<file path="src/rtl/fir_pkg.sv">
// Constants and elaboration-time helpers shared by the FIR output stage.
package fir_pkg;

  localparam int FIR_IN_W  = 32;
  localparam int FIR_OUT_W = 16;

  // Returns the number of bits needed to index value entries.
  function automatic int clog2(input int value);
    int r;
    r = 0;
    for (int i = 0; i < 32; i++) begin
      if ((64'd1 << i) < 64'(value)) begin
        r = i + 1;
      end
    end
    return r;
  endfunction

  function automatic longint sat_max(input int w);
    return (64'sd1 <<< (w - 1)) - 64'sd1;
  endfunction

  function automatic longint sat_min(input int w);
    return -(64'sd1 <<< (w - 1));
  endfunction

  localparam longint SAT_MAX = sat_max(FIR_OUT_W);
  localparam longint SAT_MIN = sat_min(FIR_OUT_W);

endpackage

</file>
<file path="src/rtl/fir_out_requant_if.sv">
// Sample stream in from the filter and requantized stream out to the sink.
interface fir_out_requant_if #(
  parameter int IN_W  = 32,
  parameter int OUT_W = 16
);
  logic                    in_valid;
  logic signed [IN_W-1:0]  y;
  logic                    out_valid;
  logic                    out_ready;
  logic signed [OUT_W-1:0] out_data;

  modport master (output in_valid, y, out_ready, input out_valid, out_data);
  modport slave  (input in_valid, y, out_ready, output out_valid, out_data);
endinterface

</file>
<file path="src/rtl/fir_out_requant_sync_fifo.sv">
// First-word-fall-through FIFO whose head register lags writes by one edge
// but follows pops immediately, so the head never repeats or skips an entry.
module sync_fifo
  import fir_pkg::*;
#(
  parameter int DEPTH = 8,
  parameter int WIDTH = FIR_OUT_W
) (
  input  logic                    clk,
  input  logic                    rst,
  input  logic                    wr_en,
  input  logic [WIDTH-1:0]        wr_data,
  input  logic                    rd_ready,
  output logic                    rd_valid,
  output logic [WIDTH-1:0]        rd_data,
  output logic [clog2(DEPTH):0]   level,
  output logic                    drop
);
  localparam int AW = clog2(DEPTH);
  localparam int LW = AW + 1;

  logic [WIDTH-1:0] mem_r [DEPTH];
  logic [AW-1:0]    wr_ptr_r, rd_ptr_r, head_idx_s;
  logic [LW-1:0]    level_r, head_cnt_s, level_nxt_s;
  logic             valid_r;
  logic [WIDTH-1:0] data_r;
  logic             pop_s, full_s, wr_ok_s;

  // Handshake decode; head_cnt_s counts entries left after this edge's pop.
  always_comb begin
    pop_s       = valid_r & rd_ready;
    full_s      = (level_r == LW'(DEPTH));
    wr_ok_s     = wr_en & (~full_s | pop_s);
    drop        = wr_en & full_s & ~pop_s;
    head_cnt_s  = level_r - LW'(pop_s);
    head_idx_s  = rd_ptr_r + AW'(pop_s);
    level_nxt_s = head_cnt_s + LW'(wr_ok_s);
  end

  // Pointers, occupancy and the registered head.
  always_ff @(posedge clk) begin
    if (rst) begin
      wr_ptr_r <= '0;
      rd_ptr_r <= '0;
      level_r  <= '0;
      valid_r  <= 1'b0;
      data_r   <= '0;
    end else begin
      if (wr_ok_s) begin
        wr_ptr_r <= wr_ptr_r + AW'(1'b1);
      end
      rd_ptr_r <= head_idx_s;
      level_r  <= level_nxt_s;
      valid_r  <= (head_cnt_s != '0);
      data_r   <= (head_cnt_s != '0) ? mem_r[head_idx_s] : '0;
    end
  end

  // Storage array.
  always_ff @(posedge clk) begin
    if (rst) begin
      mem_r <= '{default: '0};
    end else if (wr_ok_s) begin
      mem_r[wr_ptr_r] <= wr_data;
    end
  end

  assign rd_valid = valid_r;
  assign rd_data  = data_r;
  assign level    = level_r;

endmodule

</file>
<file path="src/rtl/fir_out_requant.sv">
// FIR output stage: decimate, round half-up, shift, saturate, then buffer
// in a FWFT FIFO with saturation and dropped-sample status.
module fir_out_requant
  import fir_pkg::*;
#(
  parameter int IN_W  = FIR_IN_W,
  parameter int OUT_W = FIR_OUT_W,
  parameter int SHIFT = 15,
  parameter int DECIM = 4,
  parameter int DEPTH = 8,
  parameter int CNT_W = 16
) (
  input  logic                  clk,
  input  logic                  rst,
  fir_out_requant_if.slave      bus,
  output logic [clog2(DEPTH):0] fifo_level,
  output logic                  sat_sticky,
  input  logic                  clr_flags,
  output logic [CNT_W-1:0]      drop_cnt
);
  localparam int TW = IN_W + 1;
  localparam int PW = (DECIM > 1) ? clog2(DECIM) : 1;
  localparam logic signed [TW-1:0] RND =
    (SHIFT == 0) ? {TW{1'b0}} : TW'(64'sd1 <<< ((SHIFT > 0) ? SHIFT - 1 : 0));
  localparam logic signed [TW-1:0] MAX_T = TW'(sat_max(OUT_W));
  localparam logic signed [TW-1:0] MIN_T = TW'(sat_min(OUT_W));

  logic signed [TW-1:0]    t_s, r_s;
  logic signed [OUT_W-1:0] q_s;
  logic                    sat_s, keep_s, drop_s;
  logic [PW-1:0]           phase_r;
  logic                    stage_valid_r;
  logic signed [OUT_W-1:0] stage_data_r;

  // One extra bit keeps the rounding add from wrapping near the positive limit.
  always_comb begin
    keep_s = bus.in_valid && (phase_r == '0);
    t_s    = {bus.y[IN_W-1], bus.y} + RND;
    r_s    = t_s >>> SHIFT;
    if (r_s > MAX_T) begin
      q_s   = MAX_T[OUT_W-1:0];
      sat_s = 1'b1;
    end else if (r_s < MIN_T) begin
      q_s   = MIN_T[OUT_W-1:0];
      sat_s = 1'b1;
    end else begin
      q_s   = r_s[OUT_W-1:0];
      sat_s = 1'b0;
    end
  end

  // Decimation phase, capture stage and status flags; a new event beats a clear.
  always_ff @(posedge clk) begin
    if (rst) begin
      phase_r       <= '0;
      stage_valid_r <= 1'b0;
      stage_data_r  <= '0;
      sat_sticky    <= 1'b0;
      drop_cnt      <= '0;
    end else begin
      if (bus.in_valid) begin
        phase_r <= (phase_r == PW'(DECIM - 1)) ? '0 : phase_r + PW'(1'b1);
      end
      stage_valid_r <= keep_s;
      if (keep_s) begin
        stage_data_r <= q_s;
      end
      sat_sticky <= (keep_s && sat_s) || (sat_sticky && !clr_flags);
      if (clr_flags) begin
        drop_cnt <= drop_s ? CNT_W'(1'b1) : '0;
      end else if (drop_s && (drop_cnt != '1)) begin
        drop_cnt <= drop_cnt + CNT_W'(1'b1);
      end
    end
  end

  sync_fifo #(
    .DEPTH (DEPTH),
    .WIDTH (OUT_W)
  ) u_fifo (
    .clk      (clk),
    .rst      (rst),
    .wr_en    (stage_valid_r),
    .wr_data  (stage_data_r),
    .rd_ready (bus.out_ready),
    .rd_valid (bus.out_valid),
    .rd_data  (bus.out_data),
    .level    (fifo_level),
    .drop     (drop_s)
  );

endmodule
</file>
<file path="src/flat_wrapper.sv">
// flat-port wrapper written by rule: the top's interface ports become plain ports
module fir_out_requant_flat import fir_pkg::*;
#(
  parameter int IN_W  = FIR_IN_W,
  parameter int OUT_W = FIR_OUT_W,
  parameter int SHIFT = 15,
  parameter int DECIM = 4,
  parameter int DEPTH = 8,
  parameter int CNT_W = 16
)
  (clk, rst, fifo_level, sat_sticky, clr_flags, drop_cnt, bus_in_valid, bus_y, bus_out_ready, bus_out_valid, bus_out_data);
  fir_out_requant_if #(.IN_W(IN_W), .OUT_W(OUT_W)) bus_i ();
  input  logic clk;
  input  logic rst;
  output logic [clog2(DEPTH):0] fifo_level;
  output logic sat_sticky;
  input  logic clr_flags;
  output logic [CNT_W-1:0] drop_cnt;
  input wire logic [$bits(bus_i.in_valid)-1:0] bus_in_valid;
  input wire logic [$bits(bus_i.y)-1:0] bus_y;
  input wire logic [$bits(bus_i.out_ready)-1:0] bus_out_ready;
  output wire logic [$bits(bus_i.out_valid)-1:0] bus_out_valid;
  output wire logic [$bits(bus_i.out_data)-1:0] bus_out_data;
  assign bus_i.in_valid = bus_in_valid;
  assign bus_i.y = bus_y;
  assign bus_i.out_ready = bus_out_ready;
  assign bus_out_valid = bus_i.out_valid;
  assign bus_out_data = bus_i.out_data;
  fir_out_requant #(.IN_W(IN_W), .OUT_W(OUT_W), .SHIFT(SHIFT), .DECIM(DECIM), .DEPTH(DEPTH), .CNT_W(CNT_W)) u_core (.clk(clk), .rst(rst), .bus(bus_i), .fifo_level(fifo_level), .sat_sticky(sat_sticky), .clr_flags(clr_flags), .drop_cnt(drop_cnt));
endmodule
</file>
<file path="config.mk">
export PLATFORM = sky130hd
export DESIGN_NAME = fir_out_requant_flat
export DESIGN_NICKNAME = d
export VERILOG_FILES = /design/src/rtl/fir_pkg.sv /design/src/rtl/fir_out_requant_if.sv /design/src/rtl/fir_out_requant_sync_fifo.sv /design/src/rtl/fir_out_requant.sv /design/src/flat_wrapper.sv
export SDC_FILE = /design/constraint.sdc
export NUM_CORES = 1
export LEC_CHECK = 0
export ABC_AREA = 1
export CAP_MARGIN = 15
export CORE_MARGIN = 4
export CORE_UTILIZATION = 30
export DETAILED_ROUTE_END_ITERATION = 8
export SKIP_CTS_REPAIR_TIMING = 1
export SYNTH_ARGS = -nofsm -noshare
export SYNTH_HDL_FRONTEND = slang
export SYNTH_SLANG_ARGS = --single-unit
</file>
<file path="constraint.sdc">
create_clock -name clk -period 2.1 [get_ports clk]
set_clock_uncertainty 0.05 [all_clocks]
set_input_delay 0.42 -clock clk [delete_from_list [all_inputs] [get_ports clk]]
set_output_delay 0.42 -clock clk [all_outputs]
set_load 0.02 [all_outputs]
</file>
* Word-level counts from Yosys, hierarchy flattened *
Cells that the tools add are included.

word-level totals
  bits in registers = 191
  word-level logic and storage cells = 68

cells by class
  add/sub/neg operators = 7
  magnitude comparators = 5
  equal/unequal tests = 3
  muxes and demuxes = 14
  bitwise logic cells = 10
  reduce and logical (&&, ||, !) cells = 11

operator list
  kind                                                             count
  bitwise mux 128 bit                                              1
  two-way mux 16 bit                                               7
  binary-select mux 16 bit (select 3 bit)                          1
  demux 16 bit (select 3 bit)                                      1
  adder 32 x 16 -> 33 bit, second input constant                   1
  greater-than comparator 18 x 16 -> 1 bit, second input constant  1
  less-than comparator 18 x 16 -> 1 bit, second input constant     1
  adder 16 x 1 -> 16 bit, second input constant                    1
  inequality test 16 bit, second input constant                    1
  >= comparator 4 bit, second input constant                       2
  NOT 3 -> 4 bit                                                   2
  logical AND 1 bit                                                5
  adder 4 x 1 -> 4 bit                                             1
  AND 1 bit                                                        4
  == test 4 bit, second input constant                             1
  less-than comparator 4 x 1 -> 1 bit, second input constant       1
  nonzero test 4 bit                                               1
  subtractor 4 x 1 -> 4 bit                                        1
  adder 3 x 1 -> 3 bit                                             1
  adder 3 x 1 -> 3 bit, second input constant                      1
  two-way mux 1 bit                                                3
  NOT 1 bit                                                        3
  adder 2 x 1 -> 2 bit, second input constant                      1
  == test 2 bit, second input constant                             1
  other kinds (7)                                                  7

* Logic depth before layout (Yosys ltp) *
Gate-level depths: netlist (run 1).

  depth in word-level cells = 6
  mapped depth = 13

* Modules after synthesis *
A second synthesis (run 1) with hierarchy kept.

unflattened totals
  cell total of the unflattened synthesis = 1,621
  area, all modules = 10,133.5 sq um

modules (own cells, without submodules)
  module           times used  cells an instance  area an instance (sq um)
  sync_fifo        1           1,267              7,867.5
  fir_out_requant  1           354                2,265.9

* Worst setup path after synthesis (run 1) *
Ideal clock, no wire load.

  path type = input to register
  start = in bus_out_ready
  end = reg u_core.u_fifo.data_r[10] (netlist: u_core.u_fifo.rd_data[10])
  library setup time = 0.109 ns
  data arrival time = 1.946 ns
  required time = 1.941 ns
  setup slack = -0.005 ns
  stages = 9
  cell sequence = nand2_1 > inv_1 > ha_1 > ha_1 > xnor2_2 > buf_2 > mux2_2 > nand2_1 > inv_1

on the way
  cells in the longest elaborated chain, start to end = 6

ends and longest elaborated chain
  element                                                line                             source
  start: declaration                                     flat_wrapper.sv:21               input wire logic [$bits(bus_i.out_ready)-1:0] bus_out_ready;
  AND 1 bit *                                            fir_out_requant_sync_fifo.sv:31  pop_s = valid_r & rd_ready;
  adder 3 x 1 -> 3 bit                                   fir_out_requant_sync_fifo.sv:36  head_idx_s = rd_ptr_r + AW'(pop_s);
  NOT 3 -> 4 bit (not written as such)                   fir_out_requant_sync_fifo.sv:55  data_r <= (head_cnt_s != '0) ? mem_r[head_idx_s] : '0;
  binary-select mux 16 bit (select 3 bit)                fir_out_requant_sync_fifo.sv:55
  two-way mux 16 bit (not written as such) (2 in a row)  fir_out_requant_sync_fifo.sv:55
  end signal: assignment                                 fir_out_requant_sync_fifo.sv:55
  end: declaration                                       fir_out_requant_sync_fifo.sv:26  logic [WIDTH-1:0] data_r;

Mark *: on every way between the ends. The rest lies on a longest branch, timed or not. The select of a mux whose other input is x is not followed.
A chain may end at the register's enable or synchronous reset.

* Final worst setup path (run 1) *
  start = reg u_core.drop_cnt[0]
  end = out drop_cnt[0]

RTL lines
  element                   line                   source
  start: declaration        fir_out_requant.sv:19  output logic [CNT_W-1:0] drop_cnt
  start signal: assignment  fir_out_requant.sv:70  drop_cnt <= drop_s ? CNT_W'(1'b1) : '0;
  start signal: assignment  fir_out_requant.sv:72  drop_cnt <= drop_cnt + CNT_W'(1'b1);
  end: declaration          flat_wrapper.sv:18     output logic [CNT_W-1:0] drop_cnt;

No word-level cell between the ends.

==> reports/qor.log, run 1 <==
[worst_setup_path] worst setup path category reg2out
[timing] transition time at the pin with the least slew margin 0.425 ns
[finish] post-synthesis to final-layout area growth 28.2%
[yosys] number of unique standard cell types used by synthesis 31
[power_and_ir_drop] Total Power Consumption 0.0103 W
[yosys] area share of the leading cell type in the synthesized netlist 44.3%
[worst_setup_path] Worst path slowest cell sky130_fd_sc_hd__clkdlybuf4s50_1
[yosys] synth warn 0
[global_route] antenna violations before repair 0
[placement] gpl congestion 0.827
[timing] Pins Over Slew Limit 0
[job] # Max-Cap Violations 0
[finish] most frequent cells in the layout sky130_fd_sc_hd__o21ai_0, sky130_fd_sc_hd__a21oi_1, sky130_fd_sc_hd__dfxtp_1
[floorplan] Horiz. Die Dim 178 um
[clock_network] CTS Buf Count 17
[global_route] global-route wire length before repair 36.1 mm
[routing] vias post-DR 7636
[global_route] global routing usage on met2 23.7%
[hold_path] classification of the worst-slack hold path reg2reg
[yosys] average size of a mapped cell 7.35 um2
[floorplan] I/O pin count 75
[timing] Slew Limit Headroom 71.4%
[finish] Filler Cell Count 2974
[clock_network] CTS tree built
[yosys] share of synthesized area occupied by flip-flops and latches 44.3%
[worst_setup_path] CP max stage delay 0.66 ns
[worst_setup_path] critical path, cell by cell clkdlybuf4s50_1
[finish] layout cell share with drive strength beyond 1 14.1%
[routing] DRC violation count after routing 0
[routing] final WL 22.3 mm
[timing] final hold violations 0
[yosys] post-synthesis instance area 8640 um2
[global_route] overflow left after global routing 0
[yosys] Post-Synthesis Net Count 1223
[worst_setup_path] buffer and inverter count on the worst path 1
[global_route] via count of the first global-routing pass 7071
[routing] antenna violation net count after detailed routing 0
[finish] final antenna diode count 0
[routing] average detailed-routed wire length per instance 13.3 um
[finish] core utilization of the finished layout 39.4%
[clock_network] CTS clock-pin slew for the worst setup and hold paths 0.07 ns
[timing] count of final setup violators 0
[placement] count of input and output buffers 60
[worst_setup_path] arrival time of the worst setup path 1.55 ns
[clock_network] Clock Tree Buf Depth 2
[floorplan] row count 61
[routing] ratio of routed vias to standard cells 4.57
[floorplan] Starting Density 30.7%
[finish] most common library cell in the layout ignoring fill and taps sky130_fd_sc_hd__o21ai_0
[placement] HPWL Detailed 15.0 mm
[power_and_ir_drop] worst voltage drop across the vdd grid 0.586 mV
[worst_setup_path] kind of start point of the critical path register
[floorplan] placeable core region 28100 um2
[yosys] post-synthesis register bit count 191
[clock_network] maximum level of the CTS H-tree 4
[clock_network] root buf cell sky130_fd_sc_hd__clkbuf_16
[clock_network] Sinks on Clock Net 191
[worst_setup_path] Critical Path End Type output pin
[power_and_ir_drop] Static Leakage 4.25 nW
[global_route] maximum number of pins on one net before global-route repair 65
[worst_setup_path] critical path required time 1.63 ns
[clock_network] clock latency at the later pin of the worst-skew pair 0.44 ns
[power_and_ir_drop] power per cell area 928 nW/um2
[run_status] run status finished clean
[global_route] total track usage 14.1%
[global_route] met1 Track Usage GR 18.5%
[timing] final worst hold slack 0.391 ns
[yosys] cells taking the most area after synthesis sky130_fd_sc_hd__dfxtp_1, sky130_fd_sc_hd__o21ai_0, sky130_fd_sc_hd__a21oi_1
[timing] part of the cycle the worst path needs 96.4%
[global_route] most used routing layer met2
[placement] post-placement cell count 1634
[timing] Max Fclk 0.494 GHz
[timing] setup repair after global routing missed its margin no
[worst_setup_path] highest net fanout along the worst path 6
[yosys] post-synthesis cell type with the largest combined area sky130_fd_sc_hd__dfxtp_1
[finish] Total Nets Final 1328
[finish] fin cells 1671
[global_route] global routing usage on met3 2.30%
[routing] drt first-iter violations 531
[routing] iteration count of the initial detailed-routing pass 5
[worst_setup_path] Top delay family on crit path buffers and inverters
[floorplan] total die area 31600 um2
[timing] final worst path period need 2.02 ns
[floorplan] Die Height 178 um
[yosys] number of instances in the synthesized netlist 1175
## worst min-delay path: cells and delay by family (launching register included)
| family | cells | cell delay, ns |
|---|---|---|
| flip-flops | 1 | 0.31 |
| AO/OA/AOI/OAI | 1 | 0.05 |
| buffers and inverters | 1 | 0.04 |
## path summary, 6_finish.rpt
kind                           start                        end  slack, ns  depth (start not counted)
max               u_core.drop_cnt[0]                drop_cnt[0]       0.08                          1
min          u_core.u_fifo.mem_r[15]    u_core.u_fifo.mem_r[15]       0.39                          2
max reg2reg   u_core.u_fifo.rd_valid  u_core.u_fifo.rd_data[14]       0.16                         12
min reg2reg  u_core.u_fifo.mem_r[15]    u_core.u_fifo.mem_r[15]       0.39                          2
## flip-flops by register name, indices dropped and copies added (netlist names), 2 cells and up
name                    cells
u_core.u_fifo.level         4
u_core.u_fifo.wr_ptr_r      3
u_core.phase_r              2
u_core.u_fifo.mem_r       128
u_core.u_fifo.rd_ptr_r      3
u_core.u_fifo.rd_data      16
u_core.stage_data_r        16
u_core.drop_cnt            16
## synthesized netlist by cell type
cell type / count
sky130_fd_sc_hd__o21ai_0: 220
sky130_fd_sc_hd__a21oi_1: 216
sky130_fd_sc_hd__inv_1: 192
sky130_fd_sc_hd__dfxtp_1: 191
sky130_fd_sc_hd__nand2_1: 113
sky130_fd_sc_hd__nor2_1: 56
sky130_fd_sc_hd__clkbuf_1: 46
sky130_fd_sc_hd__buf_2: 18
sky130_fd_sc_hd__nand3_1: 18
sky130_fd_sc_hd__mux2_2: 16
sky130_fd_sc_hd__xor2_1: 13
sky130_fd_sc_hd__ha_1: 11
sky130_fd_sc_hd__nand4_1: 11
sky130_fd_sc_hd__nor3_1: 10
sky130_fd_sc_hd__a21oi_2: 8
sky130_fd_sc_hd__xnor2_1: 7
sky130_fd_sc_hd__nand2_2: 4
sky130_fd_sc_hd__nand2_4: 4
sky130_fd_sc_hd__nor2_4: 4
sky130_fd_sc_hd__buf_1: 3
sky130_fd_sc_hd__nor2_2: 3
sky130_fd_sc_hd__inv_2: 2
sky130_fd_sc_hd__a211oi_1: 1
sky130_fd_sc_hd__a31oi_1: 1
sky130_fd_sc_hd__buf_6: 1
sky130_fd_sc_hd__nand3_2: 1
sky130_fd_sc_hd__nand4_2: 1
sky130_fd_sc_hd__nor3_2: 1
sky130_fd_sc_hd__o21ai_1: 1
sky130_fd_sc_hd__o21ai_2: 1
sky130_fd_sc_hd__xnor2_2: 1
## cell type report
class | count | area [um2] | area share [%]
timing repair buffer | 154 | 1570 | 14.2
inverter | 194 | 733 | 6.62
sequential | 191 | 3820 | 34.5
clock inverter | 11 | 154 | 1.39
tap | 378 | 473 | 4.27
multi-input combinational | 722 | 3830 | 34.6
clock buffer | 21 | 480 | 4.34
## power breakdown
group          switching (W)  leakage [nW]  internal (W)
clock                0.00142         0.306       0.00201
sequential          0.000197          1.55       0.00386
combinational        0.00154          2.40       0.00124
## cell families (layout without fill, tap and decap cells)
logic type               Yosys count  after routing  synth area share (%)
XOR/XNOR                          21             21                  2.22
flip-flops                       191            191                  44.3
multiplexers                      16             16                  2.09
buffers and inverters            262            380                  11.7
AO/OA/AOI/OAI                    448            448                  26.4
AND/OR/NAND/NOR                  226            226                  11.7
adder cells (fa/ha/maj)           11             11                  1.59
## routing by layer
layer	vias up	part of all wire [%]
li1	4053	-
met1	3434	47
met2	129	47
met3	20	3.6
met4	0	1.6
met5	-	0
## per-stage QoR
step	TNS (ns)	worst slack, ns	cell area (um2)
finish	0	0.0759	11100
global route	0	0.000445	11100
CTS	-0.0178	-0.0151	10900
detailed placement	-50.39	-0.476	10300
global placement	-46.25	-0.457	10300
floorplan	0	0.00883	8640
Note: power is estimated with default switching activity, not from simulation.
==> run 2: changes to the inputs <==
==> constraint.sdc (replaced) <==
create_clock -name clk -period 2.1 [get_ports clk]
set_clock_uncertainty 0.05 [all_clocks]
set_input_delay 0.21 -clock clk [delete_from_list [all_inputs] [get_ports clk]]
set_output_delay 0.21 -clock clk [all_outputs]
set_load 0.02 [all_outputs]
==> reports/qor.log, run 2 (synthesized netlist as in run 1, its figures left out) <==
[hold_path] classification of the worst-slack hold path reg2reg [unchanged]
[timing] final hold violations 0 [unchanged]
[run_status] run status finished clean [unchanged]
[power_and_ir_drop] switching fraction of total power 31.9% [was 30.7%]
[worst_setup_path] highest net fanout along the worst path 10 [was 6]
[finish] Filler Cell Count 2982 [was 2974]
[floorplan] Starting Density 30.7% [unchanged]
[power_and_ir_drop] P_sw 0.00321 W [was 0.00316 W]
[floorplan] placeable core region 28100 um2 [unchanged]
[timing] part of the cycle the worst path needs 94.0% [was 96.4%]
[clock_network] maximum level of the CTS H-tree 4 [unchanged]
[routing] drt first-iter violations 487 [was 531]
[global_route] antenna violations before repair 0 [unchanged]
[floorplan] Die Height 178 um [unchanged]
[hold_path] WHS Path Cells 2 [unchanged]
[worst_setup_path] critical path required time 2.39 ns [was 1.63 ns]
[placement] gpl congestion 0.865 [was 0.827]
[floorplan] total die area 31600 um2 [unchanged]
[finish] flip-flop count of the largest register, all copies and words added 128 [unchanged]
[global_route] total track usage 13.8% [was 14.1%]
[floorplan] I/O pin count 75 [unchanged]
[global_route] global-route wire length before repair 35.5 mm [was 36.1 mm]
[worst_setup_path] number of cells traversed by the worst register-to-register path 12 [unchanged]
[placement] HPWL Detailed 14.5 mm [was 15.0 mm]
[timing] count of final setup violators 0 [unchanged]
[power_and_ir_drop] Static Leakage 4.10 nW [was 4.25 nW]
[timing] Setup Total Neg Slack 0 ns [unchanged]
[power_and_ir_drop] P_int 0.00687 W [was 0.00712 W]
[clock_network] clock latency at the later pin of the worst-skew pair 0.44 ns [about the same]
[worst_setup_path] kind of start point of the critical path register [unchanged]
[routing] iteration count of the initial detailed-routing pass 6 [was 5]
[placement] setup slack after placement -0.232 ns [was -0.476 ns]
[finish] post-synthesis to final-layout area growth 24.9% [was 28.2%]
[routing] average detailed-routed wire length per instance 13.0 um [was 13.3 um]
[finish] core utilization of the finished layout 38.4% [was 39.4%]
[clock_network] CTS Buf Count 17 [unchanged]
[timing] final worst hold slack 0.390 ns [was 0.391 ns]
[clock_network] CTS clock-pin slew for the worst setup and hold paths 0.07 ns [about the same]
[routing] final WL 21.4 mm [was 22.3 mm]
[power_and_ir_drop] Seq pwr share 40.1% [was 39.5%]
[clock_network] Sinks on Clock Net 191 [unchanged]
[clock_network] Clock Tree Buf Depth 2 [unchanged]
[placement] count of input and output buffers 60 [unchanged]
[power_and_ir_drop] worst voltage drop across the vdd grid 0.569 mV [was 0.586 mV]
[global_route] maximum number of pins on one net before global-route repair 81 [was 65]
[worst_setup_path] Critical Path End Type register [was output pin]
[finish] final antenna diode count 0 [unchanged]
[routing] ratio of routed vias to standard cells 4.58 [was 4.57]
[global_route] global routing usage on met3 2.11% [was 2.30%]
[job] # Max-Cap Violations 0 [unchanged]
[timing] Max Fclk 0.507 GHz [was 0.494 GHz]
[global_route] overflow left after global routing 0 [unchanged]
[power_and_ir_drop] clock group share of total power 33.2% [was 33.4%]
[timing] final worst path period need 1.97 ns [was 2.02 ns]
[finish] register containing the most flip-flops in the final layout u_core.u_fifo.mem_r [unchanged]
[worst_setup_path] arrival time of the worst setup path 2.26 ns [was 1.55 ns]
[worst_setup_path] R2R Setup Slk 0.13 ns [was 0.16 ns]
[timing] Pins Over Slew Limit 0 [unchanged]
[power_and_ir_drop] part of the power in combinational logic 26.7% [was 27.1%]
[timing] transition time at the pin with the least slew margin 0.452 ns [was 0.425 ns]
[power_and_ir_drop] power per cell area 934 nW/um2 [was 928 nW/um2]
[global_route] via count of the first global-routing pass 7088 [was 7071]
[timing] Slew Limit Headroom 69.8% [was 71.4%]
[global_route] most used routing layer met2 [unchanged]
[global_route] global routing usage on met2 22.7% [was 23.7%]
[clock_network] root buf cell sky130_fd_sc_hd__clkbuf_16 [unchanged]
[clock_network] CTS tree built [unchanged]
[global_route] met1 Track Usage GR 18.8% [was 18.5%]
[timing] worst setup margin 0.126 ns [was 0.0759 ns]
[worst_setup_path] worst setup path category reg2reg [was reg2out]
[finish] layout cell share with drive strength beyond 1 11.9% [was 14.1%]
[routing] DRC violation count after routing 0 [unchanged]
[routing] antenna violation net count after detailed routing 0 [unchanged]
[floorplan] row count 61 [unchanged]
[floorplan] Horiz. Die Dim 178 um [unchanged]
[finish] Total Nets Final 1302 [was 1328]
[routing] vias post-DR 7532 [was 7636]
[timing] setup repair after global routing missed its margin no [unchanged]
[finish] most frequent cells in the layout sky130_fd_sc_hd__o21ai_0, sky130_fd_sc_hd__a21oi_1, sky130_fd_sc_hd__dfxtp_1 [unchanged]
[run 2: metal layers]
metal	vias up	wire [um]	part of all wire, %
li1	3988	-	-
met1	3367	10400	48
met2	149	9800	46
met3	28	858	4.0
met4	0	370	1.7
met5	-	0	0
[run 2: per-stage QoR]
step           instance area [um2]  std cells  total power (W)
2_1_floorplan                 8640       1175          0.00571
3_5_place_dp                 10100       1612          0.00678
4_1_cts                      10700       1644           0.0101
5_1_grt                      10800       1645           0.0106
6_report                     10800       1645           0.0101
3_3_place_gp                 10100       1612          0.00677
[run 2: final cells by class]
type | instances | area (um2) | area share (%)
sequential | 191 | 3820 | 35.4
multi-input combinational | 722 | 3820 | 35.4
timing repair buffer | 128 | 1330 | 12.3
inverter | 194 | 728 | 6.75
tap | 378 | 473 | 4.38
clock buffer | 18 | 439 | 4.07
clock inverter | 14 | 175 | 1.62
[run 2: worst paths after layout]
check | from | end
hold / removal | u_core.u_fifo.mem_r[119] | u_core.u_fifo.mem_r[119]
setup reg to reg | u_core.u_fifo.rd_valid | u_core.u_fifo.rd_data[3]
setup / recovery | u_core.u_fifo.rd_valid | u_core.u_fifo.rd_data[3]
hold reg to reg | u_core.u_fifo.mem_r[119] | u_core.u_fifo.mem_r[119]
[run 2: worst max-delay path, stage by stage, from the launching register on]
cell and delay [ns]:
sky130_fd_sc_hd__dfxtp_1 0.31, sky130_fd_sc_hd__nand2_1 0.08, sky130_fd_sc_hd__inv_1 0.07, sky130_fd_sc_hd__ha_1 0.21, sky130_fd_sc_hd__ha_4 0.28, sky130_fd_sc_hd__buf_6 0.13, sky130_fd_sc_hd__buf_8 0.14, sky130_fd_sc_hd__a21oi_1 0.05
sky130_fd_sc_hd__o21ai_1 0.13, sky130_fd_sc_hd__nand2_1 0.09, sky130_fd_sc_hd__mux2_2 0.26, sky130_fd_sc_hd__nand2_1 0.05, sky130_fd_sc_hd__inv_1 0.03
[run 2: power by group through the flow]
stage	Combinational, W	Clock, W	Sequential (W)
final	0.00269	0.00335	0.00404
after global routing	0.00300	0.00355	0.00407
after CTS	0.00266	0.00343	0.00404
after detailed placement	0.00265	0	0.00413
after global placement	0.00264	0	0.00413
after floorplan	0.00148	0	0.00422
